`config.mk`:
```
export PLATFORM = sky130hd
export DESIGN_NAME = pipe_ctrl
export DESIGN_NICKNAME = d
export VERILOG_FILES = /design/src/rtl/pipe_ctrl.sv
export SDC_FILE = /design/constraint.sdc
export NUM_CORES = 1
export LEC_CHECK = 0
export CORE_MARGIN = 2
export CORE_UTILIZATION = 25
export DETAILED_ROUTE_END_ITERATION = 6
export GPL_TIMING_DRIVEN = 0
export PLACE_DENSITY_LB_ADDON = 0.2
export RECOVER_POWER = 25
export SLEW_MARGIN = 20
export SYNTH_ARGS = -nofsm -noshare
export SYNTH_HDL_FRONTEND = slang
export SYNTH_SLANG_ARGS = --single-unit
export TNS_END_PERCENT = 20
```
`constraint.sdc`:
```
create_clock -name clk -period 7.1 [get_ports clk]
set_input_delay 1.42 -clock clk [delete_from_list [all_inputs] [get_ports clk]]
set_output_delay 1.42 -clock clk [all_outputs]
set_load 0.05 [all_outputs]
```
`src/rtl/pipe_ctrl.sv`:
```
// pipe_ctrl: pipeline sequencer and hazard controller for the 8-bit
// ADD/SUB/LOAD processor datapath.
//
// It owns the PC and the ID/EX/WB stage registers. It detects RAW hazards,
// drives the forwarding selects, inserts load-use stalls, and runs a
// run/drain/halt state machine that reacts to the HALT opcode.
//
// Ports:
//   clk, rst           rising-edge clock; asynchronous active-high reset
//   start              begin execution at pc 0 (honoured in IDLE/HALTED only)
//   instr_in           instruction memory data at pc (combinational read)
//   pc                 fetch address
//   id/ex/wb_valid     stage holds a real instruction
//   id/ex/wb_instr     stage instruction
//   fwd_a, fwd_b       operand source: 00 regfile, 01 EX result, 10 WB result
//   stall              load-use stall this cycle
//   busy, halted       state is RUN/DRAIN, state is HALTED
//   retire_cnt         instructions retired from WB (wrapping)
module pipe_ctrl #(
  parameter int PC_W  = 4,
  parameter int CNT_W = 8
) (
  input  logic             clk,
  input  logic             rst,
  input  logic             start,
  input  logic [7:0]       instr_in,
  output logic [PC_W-1:0]  pc,
  output logic             id_valid,
  output logic [7:0]       id_instr,
  output logic             ex_valid,
  output logic [7:0]       ex_instr,
  output logic             wb_valid,
  output logic [7:0]       wb_instr,
  output logic [1:0]       fwd_a,
  output logic [1:0]       fwd_b,
  output logic             stall,
  output logic             busy,
  output logic             halted,
  output logic [CNT_W-1:0] retire_cnt
);

  typedef enum logic [1:0] {
    S_IDLE   = 2'd0,
    S_RUN    = 2'd1,
    S_DRAIN  = 2'd2,
    S_HALTED = 2'd3
  } state_t;

  localparam logic [1:0] OP_ADD  = 2'b00;
  localparam logic [1:0] OP_SUB  = 2'b01;
  localparam logic [1:0] OP_LOAD = 2'b10;
  localparam logic [1:0] OP_HALT = 2'b11;

  state_t           state_r, state_n;
  logic [PC_W-1:0]  pc_r, pc_n;
  logic             id_valid_r, id_valid_n, ex_valid_r, ex_valid_n, wb_valid_r, wb_valid_n;
  logic [7:0]       id_instr_r, id_instr_n, ex_instr_r, ex_instr_n, wb_instr_r, wb_instr_n;
  logic [CNT_W-1:0] retire_r, retire_n;

  logic             reads_a_s, reads_b_s, ex_alu_s, stall_s;
  logic [1:0]       fwd_a_s, fwd_b_s;

  // Forwarding select for one ID operand; EX wins over WB. Only ADD/SUB
  // results exist at the end of EX, a LOAD result is available from WB only.
  function automatic logic [1:0] fwd_sel(input logic       reads,
                                         input logic [2:0] src,
                                         input logic       ex_alu,
                                         input logic [2:0] ex_dest,
                                         input logic       wb_v,
                                         input logic [2:0] wb_dest);
    logic [1:0] sel;
    sel = 2'b00;
    if (!reads) begin
      sel = 2'b00;
    end else if (ex_alu && (ex_dest == src)) begin
      sel = 2'b01;
    end else if (wb_v && (wb_dest == src)) begin
      sel = 2'b10;
    end else begin
      sel = 2'b00;
    end
    return sel;
  endfunction

  // Decode which operand fields the ID instruction actually reads.
  always_comb begin
    reads_a_s = 1'b0;
    reads_b_s = 1'b0;
    if (id_valid_r) begin
      case (id_instr_r[7:6])
        OP_ADD, OP_SUB: begin
          reads_a_s = 1'b1;
          reads_b_s = 1'b1;
        end
        OP_LOAD: begin
          reads_a_s = 1'b0;
          reads_b_s = 1'b1;
        end
        default: begin
          reads_a_s = 1'b0;
          reads_b_s = 1'b0;
        end
      endcase
    end else begin
      reads_a_s = 1'b0;
      reads_b_s = 1'b0;
    end
  end

  // Hazard detection: forwarding selects and load-use stall.
  always_comb begin
    ex_alu_s = ex_valid_r && ((ex_instr_r[7:6] == OP_ADD) || (ex_instr_r[7:6] == OP_SUB));
    fwd_a_s  = fwd_sel(reads_a_s, id_instr_r[5:3], ex_alu_s, ex_instr_r[5:3],
                       wb_valid_r, wb_instr_r[5:3]);
    fwd_b_s  = fwd_sel(reads_b_s, id_instr_r[2:0], ex_alu_s, ex_instr_r[5:3],
                       wb_valid_r, wb_instr_r[5:3]);
    stall_s  = ex_valid_r && (ex_instr_r[7:6] == OP_LOAD) &&
               ((reads_a_s && (ex_instr_r[5:3] == id_instr_r[5:3])) ||
                (reads_b_s && (ex_instr_r[5:3] == id_instr_r[2:0])));
  end

  // Next-state and next-pipeline computation for the sequencer FSM.
  always_comb begin
    state_n    = state_r;
    pc_n       = pc_r;
    id_valid_n = id_valid_r;
    id_instr_n = id_instr_r;
    ex_valid_n = ex_valid_r;
    ex_instr_n = ex_instr_r;
    wb_valid_n = wb_valid_r;
    wb_instr_n = wb_instr_r;
    if (wb_valid_r) begin
      retire_n = retire_r + {{(CNT_W-1){1'b0}}, 1'b1};
    end else begin
      retire_n = retire_r;
    end

    case (state_r)
      S_IDLE, S_HALTED: begin
        if (start) begin
          state_n    = S_RUN;
          pc_n       = {PC_W{1'b0}};
          id_valid_n = 1'b0;
          id_instr_n = 8'h00;
          ex_valid_n = 1'b0;
          ex_instr_n = 8'h00;
          wb_valid_n = 1'b0;
          wb_instr_n = 8'h00;
          retire_n   = {CNT_W{1'b0}};
        end else begin
          state_n = state_r;
        end
      end
      S_RUN: begin
        wb_valid_n = ex_valid_r;
        wb_instr_n = ex_instr_r;
        if (id_valid_r && (id_instr_r[7:6] == OP_HALT)) begin
          // HALT retires from ID: nothing more is fetched and pc stays at HALT+1.
          id_valid_n = 1'b0;
          ex_valid_n = 1'b0;
          ex_instr_n = 8'h00;
          state_n    = S_DRAIN;
        end else if (stall_s) begin
          ex_valid_n = 1'b0;
          ex_instr_n = 8'h00;
        end else begin
          id_valid_n = 1'b1;
          id_instr_n = instr_in;
          pc_n       = pc_r + {{(PC_W-1){1'b0}}, 1'b1};
          ex_valid_n = id_valid_r;
          ex_instr_n = id_instr_r;
        end
      end
      S_DRAIN: begin
        id_valid_n = 1'b0;
        ex_valid_n = 1'b0;
        ex_instr_n = 8'h00;
        wb_valid_n = ex_valid_r;
        wb_instr_n = ex_instr_r;
        if (!ex_valid_r && !wb_valid_r) begin
          state_n = S_HALTED;
        end else begin
          state_n = S_DRAIN;
        end
      end
      default: begin
        state_n = S_IDLE;
      end
    endcase
  end

  // State and pipeline registers.
  always_ff @(posedge clk or posedge rst) begin
    if (rst) begin
      state_r    <= S_IDLE;
      pc_r       <= {PC_W{1'b0}};
      id_valid_r <= 1'b0;
      id_instr_r <= 8'h00;
      ex_valid_r <= 1'b0;
      ex_instr_r <= 8'h00;
      wb_valid_r <= 1'b0;
      wb_instr_r <= 8'h00;
      retire_r   <= {CNT_W{1'b0}};
    end else begin
      state_r    <= state_n;
      pc_r       <= pc_n;
      id_valid_r <= id_valid_n;
      id_instr_r <= id_instr_n;
      ex_valid_r <= ex_valid_n;
      ex_instr_r <= ex_instr_n;
      wb_valid_r <= wb_valid_n;
      wb_instr_r <= wb_instr_n;
      retire_r   <= retire_n;
    end
  end

  assign pc         = pc_r;
  assign id_valid   = id_valid_r;
  assign id_instr   = id_instr_r;
  assign ex_valid   = ex_valid_r;
  assign ex_instr   = ex_instr_r;
  assign wb_valid   = wb_valid_r;
  assign wb_instr   = wb_instr_r;
  assign fwd_a      = fwd_a_s;
  assign fwd_b      = fwd_b_s;
  assign stall      = stall_s;
  assign busy       = (state_r == S_RUN) || (state_r == S_DRAIN);
  assign halted     = (state_r == S_HALTED);
  assign retire_cnt = retire_r;

endmodule

```
==> impl_metrics.env <==
export IMPL_holdWs_ns=0.501
export IMPL_status="completed"
export IMPL_endpoint_kind="output pin"
export IMPL_crit_fanout=10
export IMPL_initial_core_util_pct=25.5
export IMPL_crit_family="buffers and inverters"
export IMPL_fill_cells=838
export IMPL_worstRegToRegCells=9
export IMPL_path_cells="a21bo_2, or4_1, a211oi_2, buf_6, buf_4, clkdlybuf4s50_1"
export IMPL_setup_viol=0
export IMPL_grt_ovfl_total=0
export IMPL_htree_levels=2
export IMPL_diodes=0
export IMPL_hold_class="flop to flop"
export IMPL_syn_avg_cell_area_um2=10.2
export IMPL_synth_seq_area_share_pct=49.4
export IMPL_synth_area_mm2=0.00208
export IMPL_worstSetupStartpointType="flop"
export IMPL_multi_input_area_um2=957
export IMPL_slowest_stage="clkdlybuf4s50_1"
export IMPL_path_depth=6
export IMPL_finalNetCount=284
export IMPL_hold_violations=0
export IMPL_arrival_ns=3.25
export IMPL_ys_warn_count=0
export IMPL_cp_required_ns=5.68
export IMPL_period_needed_ns=4.67
export IMPL_finClkSkew_ns=0.00300
export IMPL_postRouteAntennaNets=0
export IMPL_dr_pass1_iters=4
export IMPL_track_usage_pct=13.8
export IMPL_antenna_found_initial=0
export IMPL_p_leak_nw=1.24
export IMPL_whs_path_depth=1
export IMPL_cts_buffers=5
export IMPL_post_cts_buffers=0
export IMPL_numClockSinks=41
export IMPL_drive_above_1_share_pct=5.20
export IMPL_final_area_mm2=0.00285
export IMPL_synth_area_leader_cell="dfrtp_1"
export IMPL_clk_path_buf_depth=2
export IMPL_hold_end="wb_instr[0]"
export IMPL_timing_rr_start="state_r[0]"
export IMPL_ys_types=38
export IMPL_min_from="wb_instr[0]"
export IMPL_grt_pass1_wl_um=9470
export IMPL_wirelength_um=5840
export IMPL_period_share_pct=65.7
export IMPL_final_max_slew_viol_count=0
export IMPL_drv_cap=0
export IMPL_drc=0
export IMPL_die_area_mm2=0.00905
export IMPL_io_pins=57
export IMPL_wire_per_inst_um=15.6
export IMPL_synthCells=204
export IMPL_regArea_mm2=0.00103
export IMPL_powerDensity_mw_per_mm2=489
export IMPL_ys_ff_latch=41
export IMPL_area_delta_synth_final_pct=37.3
export IMPL_grt_max_degree=26
export IMPL_coreArea_mm2=0.00813
export IMPL_drt_iter0_markers=69
export IMPL_cts_tree="built"
export IMPL_r2r_end="pc[2]"
export IMPL_root_buffer="clkbuf_8"
export IMPL_ir_worst_vdd_v=0.000200
export IMPL_clk_latency_ns=0.30
export IMPL_final_common_cell="clkdlybuf4s50_1"
export IMPL_synth_top_area_share_pct=49.4
export IMPL_layout_common_cells="clkdlybuf4s50_1, dfrtp_1, nand2_1"
export IMPL_die_w_um=95.2
export IMPL_syn_num_nets=220
export IMPL_routabilityCongestion=0.751
export IMPL_crit_path_start="id_valid"
export IMPL_port_buffers=56
export IMPL_cp_slowest_stage_delay_ns=0.82
export IMPL_placed_area_mm2=0.00279
export IMPL_synth_area_leaders="dfrtp_1, a22o_1, xor2_1, nand2_1, ha_1"
export IMPL_fin_util_pct=35.1
export IMPL_dp_hpwl_um=4250
export IMPL_fin_tns_setup_ns=0
export IMPL_grt_pass1_vias=1804
export IMPL_rows=33
export IMPL_path_clk_slew_ns=0.08
export IMPL_critPathKind="flop to output pin"
export IMPL_vias=1792
export IMPL_crit_buf_inv=3
export IMPL_cts_resized=0
export IMPL_fmax_mhz=214
export IMPL_rsz0062_at_grt="false"
export IMPL_r2r_slack_ns=4.53
export IMPL_cts_hold_fix_buffers=0
export IMPL_relSlewSlack_pct=5.52
export IMPL_max_slew_worst_pin_slew_ns=1.42
export IMPL_die_y_um=95.2
export IMPL_via_per_inst=4.79
==> kinds of logic after synthesis <==
kind of cell,count (synthesis),share of synthesized area (%)
AO/OA/AOI/OAI,42,16.2
XOR/XNOR,18,7.59
multiplexers,7,3.43
AND/OR/NAND/NOR,69,15.8
buffers and inverters,22,4.52
adder cells (fa/ha/maj),5,3.01
flip-flops,41,49.4
==> report_power, final <==
group / switching, mW / total (mW) / internal (mW)
registers: 0.101 / 0.407 / 0.305
logic: 0.553 / 0.836 / 0.283
clock network: 0.0833 / 0.153 / 0.0701
total: 0.738 / 1.40 / 0.658
==> worst reg2reg max path, stage by stage, from the launching register on <==
cell	delay (ns)
dfrtp_1	0.41
inv_1	0.06
ha_1	0.28
clkbuf_1	0.19
nand2b_1	0.11
clkbuf_1	0.26
o211a_1	0.32
nand2_1	0.12
or4b_2	0.62
o211ai_1	0.11
==> metrics by stage <==
stage          setup slack [ns]  instances  power (mW)
3_5_place_dp               2.72        366        1.26
3_3_place_gp               2.72        365        1.25
4_1_cts                    2.38        374        1.42
2_1_floorplan              3.45        204       0.972
5_1_grt                    2.29        374        1.49
6_report                   2.43        374        1.40
==> synth_stat cells <==
library cell and number:
dfrtp_1 41, nand2_1 26, a22o_1 19, nor2_1 15, xor2_1 13, inv_1 11, clkbuf_1 8, mux2i_1 6
nand3_1 6, ha_1 5, nand4_1 5, o41ai_1 5, xnor2_1 5, a21oi_1 4, o21ai_0 4, and3_1 3
o211ai_1 3, nand2b_1 2, nor2b_1 2, nor4_1 2, or4_1 2, a211oi_2 1, a21bo_2 1, a21o_1 1
a21o_2 1, and2_1 1, buf_4 1, buf_6 1, inv_2 1, mux2_2 1, nand4b_1 1, nor2_2 1
nor3_1 1, o211a_1 1, o22ai_1 1, o32ai_1 1, or3_1 1, or4b_2 1
==> state kept, by name, indices dropped and copies added (netlist names) <==
signal	count
pc	4
ex_instr	8
id_valid	1
wb_instr	8
ex_valid	1
id_instr	8
retire_cnt	8
state_r	2
wb_valid	1
==> worst max-delay path by stage <==
stage                  to  slack, ns
finish              stall       2.43
global route        stall       2.29
CTS                 stall       2.38
detailed placement  stall       2.72
global placement    stall       2.72
floorplan           stall       3.45
==> routing by layer <==
layer  GRT usage, %  share of wire [%]
met1           19.5                 48
met2           20.9                 44
met4           4.23                1.3
met3           3.48                6.4
met5              0                  0
==> final cells by class <==
class,count,share of cell area (%)
Buffer,10,1.71
Clock buffer,8,2.81
Inverter,12,1.58
Multi-Input combinational cell,141,33.6
Sequential cell,41,36.0
Tap cell,105,4.61
Timing Repair Buffer,57,19.8
Power figures use the tool's default switching activity.
